`src/rtl/csr_pkg.sv`:
```
// Shared CSR constants for the machine counter block: counter CSR addresses,
// CSR data width and the default counter reset value.
package csr_pkg;

    localparam int unsigned CSR_DW        = 32;
    localparam logic [11:0] CSR_MCYCLE    = 12'hB00;
    localparam logic [11:0] CSR_MINSTRET  = 12'hB02;
    localparam logic [11:0] CSR_MCYCLEH   = 12'hB80;
    localparam logic [11:0] CSR_MINSTRETH = 12'hB82;
    localparam logic [63:0] CNT_RESET_DEF = 64'h0;

endpackage

```
`src/rtl/csr_counter64.sv`:
```
// 64-bit counter with independently writable 32-bit halves.
// A write to either half overrides the increment for that cycle.
module csr_counter64
    import csr_pkg::*;
#(
    parameter logic [63:0] CNT_RESET = CNT_RESET_DEF
) (
    input  logic              clk,
    input  logic              rst_n,
    input  logic              inc_en,
    input  logic              wr_lo,
    input  logic              wr_hi,
    input  logic [CSR_DW-1:0] wr_data,
    output logic [63:0]       cnt
);

    logic [63:0] cnt_q;
    logic [63:0] cnt_d;

    // Writing one half leaves the other untouched: no carry crosses the boundary.
    always_comb begin
        cnt_d = cnt_q;
        if (wr_lo) begin
            cnt_d[31:0] = wr_data;
        end else if (wr_hi) begin
            cnt_d[63:32] = wr_data;
        end else if (inc_en) begin
            cnt_d = cnt_q + 64'd1;
        end
    end

    always_ff @(posedge clk or negedge rst_n) begin
        if (!rst_n) begin
            cnt_q <= CNT_RESET;
        end else begin
            cnt_q <= cnt_d;
        end
    end

    assign cnt = cnt_q;

endmodule

```
`src/rtl/machine_counter_ctrl.sv`:
```
// mcycle / minstret machine counters: enable qualification from mcountinhibit
// and debug halt, CSR address decode for writes, and a combinational read mux.
module machine_counter_ctrl
    import csr_pkg::*;
#(
    parameter logic [11:0] MCYCLE_ADDR    = CSR_MCYCLE,
    parameter logic [11:0] MINSTRET_ADDR  = CSR_MINSTRET,
    parameter logic [11:0] MCYCLEH_ADDR   = CSR_MCYCLEH,
    parameter logic [11:0] MINSTRETH_ADDR = CSR_MINSTRETH,
    parameter logic [63:0] CNT_RESET      = CNT_RESET_DEF
) (
    input  logic              clk_in,
    input  logic              rst_n_in,
    input  logic              mcountinhibit_cy_in,
    input  logic              mcountinhibit_ir_in,
    input  logic              halt_in,
    input  logic              instret_in,
    input  logic [11:0]       csr_addr_in,
    input  logic              wr_en_in,
    input  logic [CSR_DW-1:0] data_wr_in,
    output logic              csr_hit_out,
    output logic [CSR_DW-1:0] csr_rd_data_out,
    output logic [63:0]       mcycle_out,
    output logic [63:0]       minstret_out
);

    logic cy_en;
    logic ir_en;
    logic hit_cy_lo;
    logic hit_cy_hi;
    logic hit_ir_lo;
    logic hit_ir_hi;

    always_comb begin
        cy_en     = !mcountinhibit_cy_in && !halt_in;
        ir_en     = instret_in && !mcountinhibit_ir_in && !halt_in;
        hit_cy_lo = (csr_addr_in == MCYCLE_ADDR);
        hit_cy_hi = (csr_addr_in == MCYCLEH_ADDR);
        hit_ir_lo = (csr_addr_in == MINSTRET_ADDR);
        hit_ir_hi = (csr_addr_in == MINSTRETH_ADDR);
    end

    csr_counter64 #(.CNT_RESET(CNT_RESET)) u_cycle (
        .clk     (clk_in),
        .rst_n   (rst_n_in),
        .inc_en  (cy_en),
        .wr_lo   (wr_en_in && hit_cy_lo),
        .wr_hi   (wr_en_in && hit_cy_hi),
        .wr_data (data_wr_in),
        .cnt     (mcycle_out)
    );

    csr_counter64 #(.CNT_RESET(CNT_RESET)) u_instret (
        .clk     (clk_in),
        .rst_n   (rst_n_in),
        .inc_en  (ir_en),
        .wr_lo   (wr_en_in && hit_ir_lo),
        .wr_hi   (wr_en_in && hit_ir_hi),
        .wr_data (data_wr_in),
        .cnt     (minstret_out)
    );

    // Reads return the pre-edge value, so a same-cycle write is not visible yet.
    always_comb begin
        csr_hit_out     = hit_cy_lo || hit_cy_hi || hit_ir_lo || hit_ir_hi;
        csr_rd_data_out = '0;
        if (hit_cy_lo) begin
            csr_rd_data_out = mcycle_out[31:0];
        end else if (hit_cy_hi) begin
            csr_rd_data_out = mcycle_out[63:32];
        end else if (hit_ir_lo) begin
            csr_rd_data_out = minstret_out[31:0];
        end else if (hit_ir_hi) begin
            csr_rd_data_out = minstret_out[63:32];
        end
    end

endmodule
```
`config.mk`:
```
export PLATFORM = sky130hd
export DESIGN_NAME = machine_counter_ctrl
export DESIGN_NICKNAME = d
export VERILOG_FILES = /design/src/rtl/csr_pkg.sv /design/src/rtl/csr_counter64.sv /design/src/rtl/machine_counter_ctrl.sv
export SDC_FILE = /design/constraint.sdc
export NUM_CORES = 1
export LEC_CHECK = 0
export CAP_MARGIN = 20
export CORE_UTILIZATION = 47
export DETAILED_ROUTE_END_ITERATION = 12
export PLACE_DENSITY = 0.78
export SLEW_MARGIN = 20
export SYNTH_ARGS = -nofsm -noshare
export SYNTH_HDL_FRONTEND = slang
export SYNTH_HIERARCHICAL = 1
export SYNTH_SLANG_ARGS = --single-unit
```
`constraint.sdc`:
```
create_clock -name clk_in -period 2.42 [get_ports clk_in]
set_input_delay 0.242 -clock clk_in [delete_from_list [all_inputs] [get_ports clk_in]]
set_output_delay 0.242 -clock clk_in [all_outputs]
set_load 0.02 [all_outputs]
```
==> results of run 1 <==
## metrics by stage
stage | instance area, um^2 | util, % | power [uW] | setup TNS [ns] | setup WS, ns
after floorplan | 10100 | - | 2890 | -0.206 | -0.0782
after global placement | 14000 | 68.5 | 3590 | -75.78 | -0.654
after detailed placement | 14000 | 68.5 | 3630 | -83.39 | -0.692
after CTS | 14800 | 72.1 | 6250 | -0.0556 | -0.0187
after global routing | 15100 | 73.8 | 6480 | -0.474 | -0.102
final | 15100 | 73.8 | 6310 | 0 | 0.00306
## cell type report
| cell class | instances | area, um^2 | area share (%) |
|---|---|---|---|
| clock buffer | 23 | 488 | 3.23 |
| multi-input combinational | 950 | 6550 | 43.3 |
| sequential | 128 | 3250 | 21.5 |
| clock inverter | 9 | 106 | 0.703 |
| inverter | 17 | 70.1 | 0.463 |
| timing repair buffer | 474 | 4330 | 28.6 |
| tap | 270 | 338 | 2.23 |
## routing by layer
layer | share of wire [%] | wire [um] | global-route usage (%)
met1 | 38 | 17800 | 57.4
met2 | 44 | 20300 | 62.6
met3 | 13 | 5890 | 7.78
met4 | 4.9 | 2250 | 19.3
met5 | 0 | 0 | 0
## logic make-up (layout without fill, tap and decap cells)
group	after synthesis	in the layout
simple gates	580	580
compound gates	293	294
flops	128	128
buf+inv	97	523
xor+xnor	62	62
mux	12	12
fa+ha+maj	2	2
## power groups by stage
stage          clock network [uW]  logic [uW]  registers [uW]
2_1_floorplan                   0         312            2580
3_3_place_gp                    0        1210            2380
3_5_place_dp                    0        1230            2390
4_1_cts                      2650        1250            2360
5_1_grt                      2740        1360            2370
6_report                     2650        1300            2360
## state kept, by name (all words and copies together), names as in the netlist
name / count
u_cycle/cnt: 64
u_instret/cnt: 64
## repair_timing
action / 4_1_cts / 5_1_grt
hold buffers: 1 / 0
hold endpoints to repair: 25 / 0
gates resized for setup: 175 / 87
endpoints found under the setup margin: 126 / 111
buffers inserted: 8 / 15
cloned: 4 / 3
pin swaps: 10 / 37
## Yosys cell counts, types with 6 or more instances
cell / n / area [um^2]
nand4_1: 61 / 382
a211oi_1: 12 / 90.1
a21oi_1: 26 / 130
nor2_1: 62 / 233
inv_1: 17 / 63.8
dfrtp_1: 128 / 3200
a2bb2oi_2: 28 / 420
o22ai_1: 9 / 56.3
mux2i_1: 9 / 90.1
clkbuf_1: 56 / 210
o221ai_2: 28 / 420
nand2_1: 125 / 469
buf_2: 7 / 35.0
or3_1: 28 / 175
a31oi_1: 6 / 37.5
nor4_1: 33 / 206
o21ai_0: 112 / 561
buf_6: 10 / 113
o311ai_0: 6 / 52.6
and2_1: 11 / 68.8
xor2_1: 39 / 342
nor3_1: 46 / 230
nand3_1: 86 / 430
and4_1: 19 / 166
and3_1: 46 / 288
a311oi_1: 12 / 105
o211ai_1: 12 / 90.1
or4_1: 12 / 90.1
xnor2_1: 23 / 201
## how the worst min path moves through the flow
stage	start	endpoint	slack (ns)
after CTS	rst_n_in	u_cycle/cnt[53]	0.27
after detailed placement	rst_n_in	u_cycle/cnt[53]	0.19
final	rst_n_in	u_cycle/cnt[53]	0.27
after global routing	rst_n_in	u_cycle/cnt[53]	0.31
after global placement	rst_n_in	u_cycle/cnt[53]	0.20
after floorplan	rst_n_in	u_cycle/cnt[0]	-0.05
==> results_dict.tcl, run 1 <==
set metrics [dict create \
    net-switching-power_uw 1840 \
    drtAntennaViolNets 0 \
    area_growth_pct 51.8 \
    r2r_end "u_cycle/cnt[62]" \
    p_seq_share_pct 37.4 \
    track_usage_pct 41.5 \
    yosysSeqAreaShare_pct 32.1 \
    mostFrequentLayoutCell "buf_4" \
    wl_per_cell_um 24.7 \
    critPathTopFamily "simple AND/OR/NAND/NOR gates" \
    vias 12500 \
    max-cap-violations 0 \
    synth_top_family_by_area "simple AND/OR/NAND/NOR gates" \
    critPathBufInv 5 \
    cts-buffers-inserted 17 \
    grt_start_max_net_pins 56 \
    gp_congestion 0.966 \
    synthMuxAreaShare_pct 1.36 \
    p_int_uw 4470 \
    cpPeakStageDelay_ns 0.62 \
    nFillCells 1588 \
    cp_max_fo 8 \
    reg2reg_setup_slack_ns 0.02 \
    nets 1641 \
    syn_inst 1174 \
    leakagePower_uw 0.00605 \
    p_clk_share_pct 42.0 \
    layout-drive-gt1-share_pct 30.7 \
    cp.required_ns 2.72 \
    crit_chain "clkdlybuf4s15_1 -> or4b_4 -> nor3_4 -> buf_6 -> buf_6 -> and3_4 -> buf_6 -> nand2b_4 -> nor4_2 -> buf_4 -> nand4_1 -> xor2_1 -> o21ai_0" \
    io_pins 212 \
    synth_enable_flop_cells 0 \
    finalNonFillerCells 1871 \
    period_minus_slack_ns 2.42 \
    synth-xor-area-share_pct 5.45 \
    synth_fa_ha_area_share_pct 0.251 \
    cts_max_level 4 \
    drcViolationCount 0 \
    antenna_cells 0 \
    grt_first_pass_wirelength_um 68100 \
    cp.arrival_ns 2.72 \
    rr_worst_depth 5 \
    synthFlopType "dfrtp_1" \
    die_area_um2 21800 \
    worst_path_max_delay_cell "or4b_4" \
    hp-class "in2async" \
    synthArstFlopShare_pct 100 \
    post-route-period-util_pct 99.9 \
    dieHeight_um 148 \
    cts_tree "built" \
    io_buffers 211 \
    drt_iter0_drc 1695 \
    clkSinkCount 128 \
    hold_violations 0 \
    first_global_vias 11400 \
    synth_nets 1227 \
    setup-violations-final 0 \
    synth_simple_gate_area_share_pct 32.7 \
    critPathCaptureType "flop" \
    rsz0062_at_grt "true" \
    yosysUniqueCellTypes 80 \
    final_cell_mix "buf_4, clkdlybuf4s50_1, nand2_1, dfrtp_1, o21ai_0" \
    criticalPathCategory "in2reg" \
    dr.pass1.iters 7 \
    startpoint_type "primary input" \
    ir_drop_v 0.000500 \
    finClkSkew_ns 0.0107 \
    initial_utilization_pct 48.6 \
    rows 52 \
    endpoint "u_cycle/cnt[23]" \
    rr_startpoint "u_cycle/cnt[36]" \
    cts-root-buf "clkbuf_16" \
    swShare_pct 29.2 \
    dp.cells 1810 \
    clock_latency_ns 0.44 \
    crit_cells 13 \
    synth_area_per_cell_um2 8.49 \
    clk_pin_slew_ns 0.06 \
    power.density_nw_per_um2 417 \
    synth_compound_area_share_pct 23.4 \
    cp-startpoint "csr_addr_in[4]" \
    synthesis.area_um2 9960 \
    slew_viol_final 0 \
    tightest_slew_ns 0.659 \
    grt_overflow 0 \
    dp_hpwl_um 34200 \
    fmax_mhz 414 \
    drt-total-wl_um 46300 \
    yosysWarnings 6 \
    cts_buffer_depth 2 \
    critPathMostFrequentCell "buf_6" \
    antenna_found_initial 0 \
    fp.coreArea_um2 20500 \
    avgViaCountPerCell 6.70 \
    status "finished clean" \
    ys_seq_elements 128 \
    die_w_um 148 \
    p_comb_share_pct 20.7 \
    max-slew-margin-rel_pct 55.7 \
    hold_ws_ns 0.274 \
]
Power figures use the tool's default switching activity.
==> run 2: changes to the inputs <==
--- a/config.mk
+++ b/config.mk
@@ -9,7 +9,7 @@
 export CORE_UTILIZATION = 47
 export DETAILED_ROUTE_END_ITERATION = 12
 export PLACE_DENSITY = 0.78
-export SLEW_MARGIN = 20
+export SLEW_MARGIN = 15
 export SYNTH_ARGS = -nofsm -noshare
 export SYNTH_HDL_FRONTEND = slang
 export SYNTH_HIERARCHICAL = 1
==> results of run 2 <==
Same layout as run 1: the final DEF is identical, and so are final timing and power.
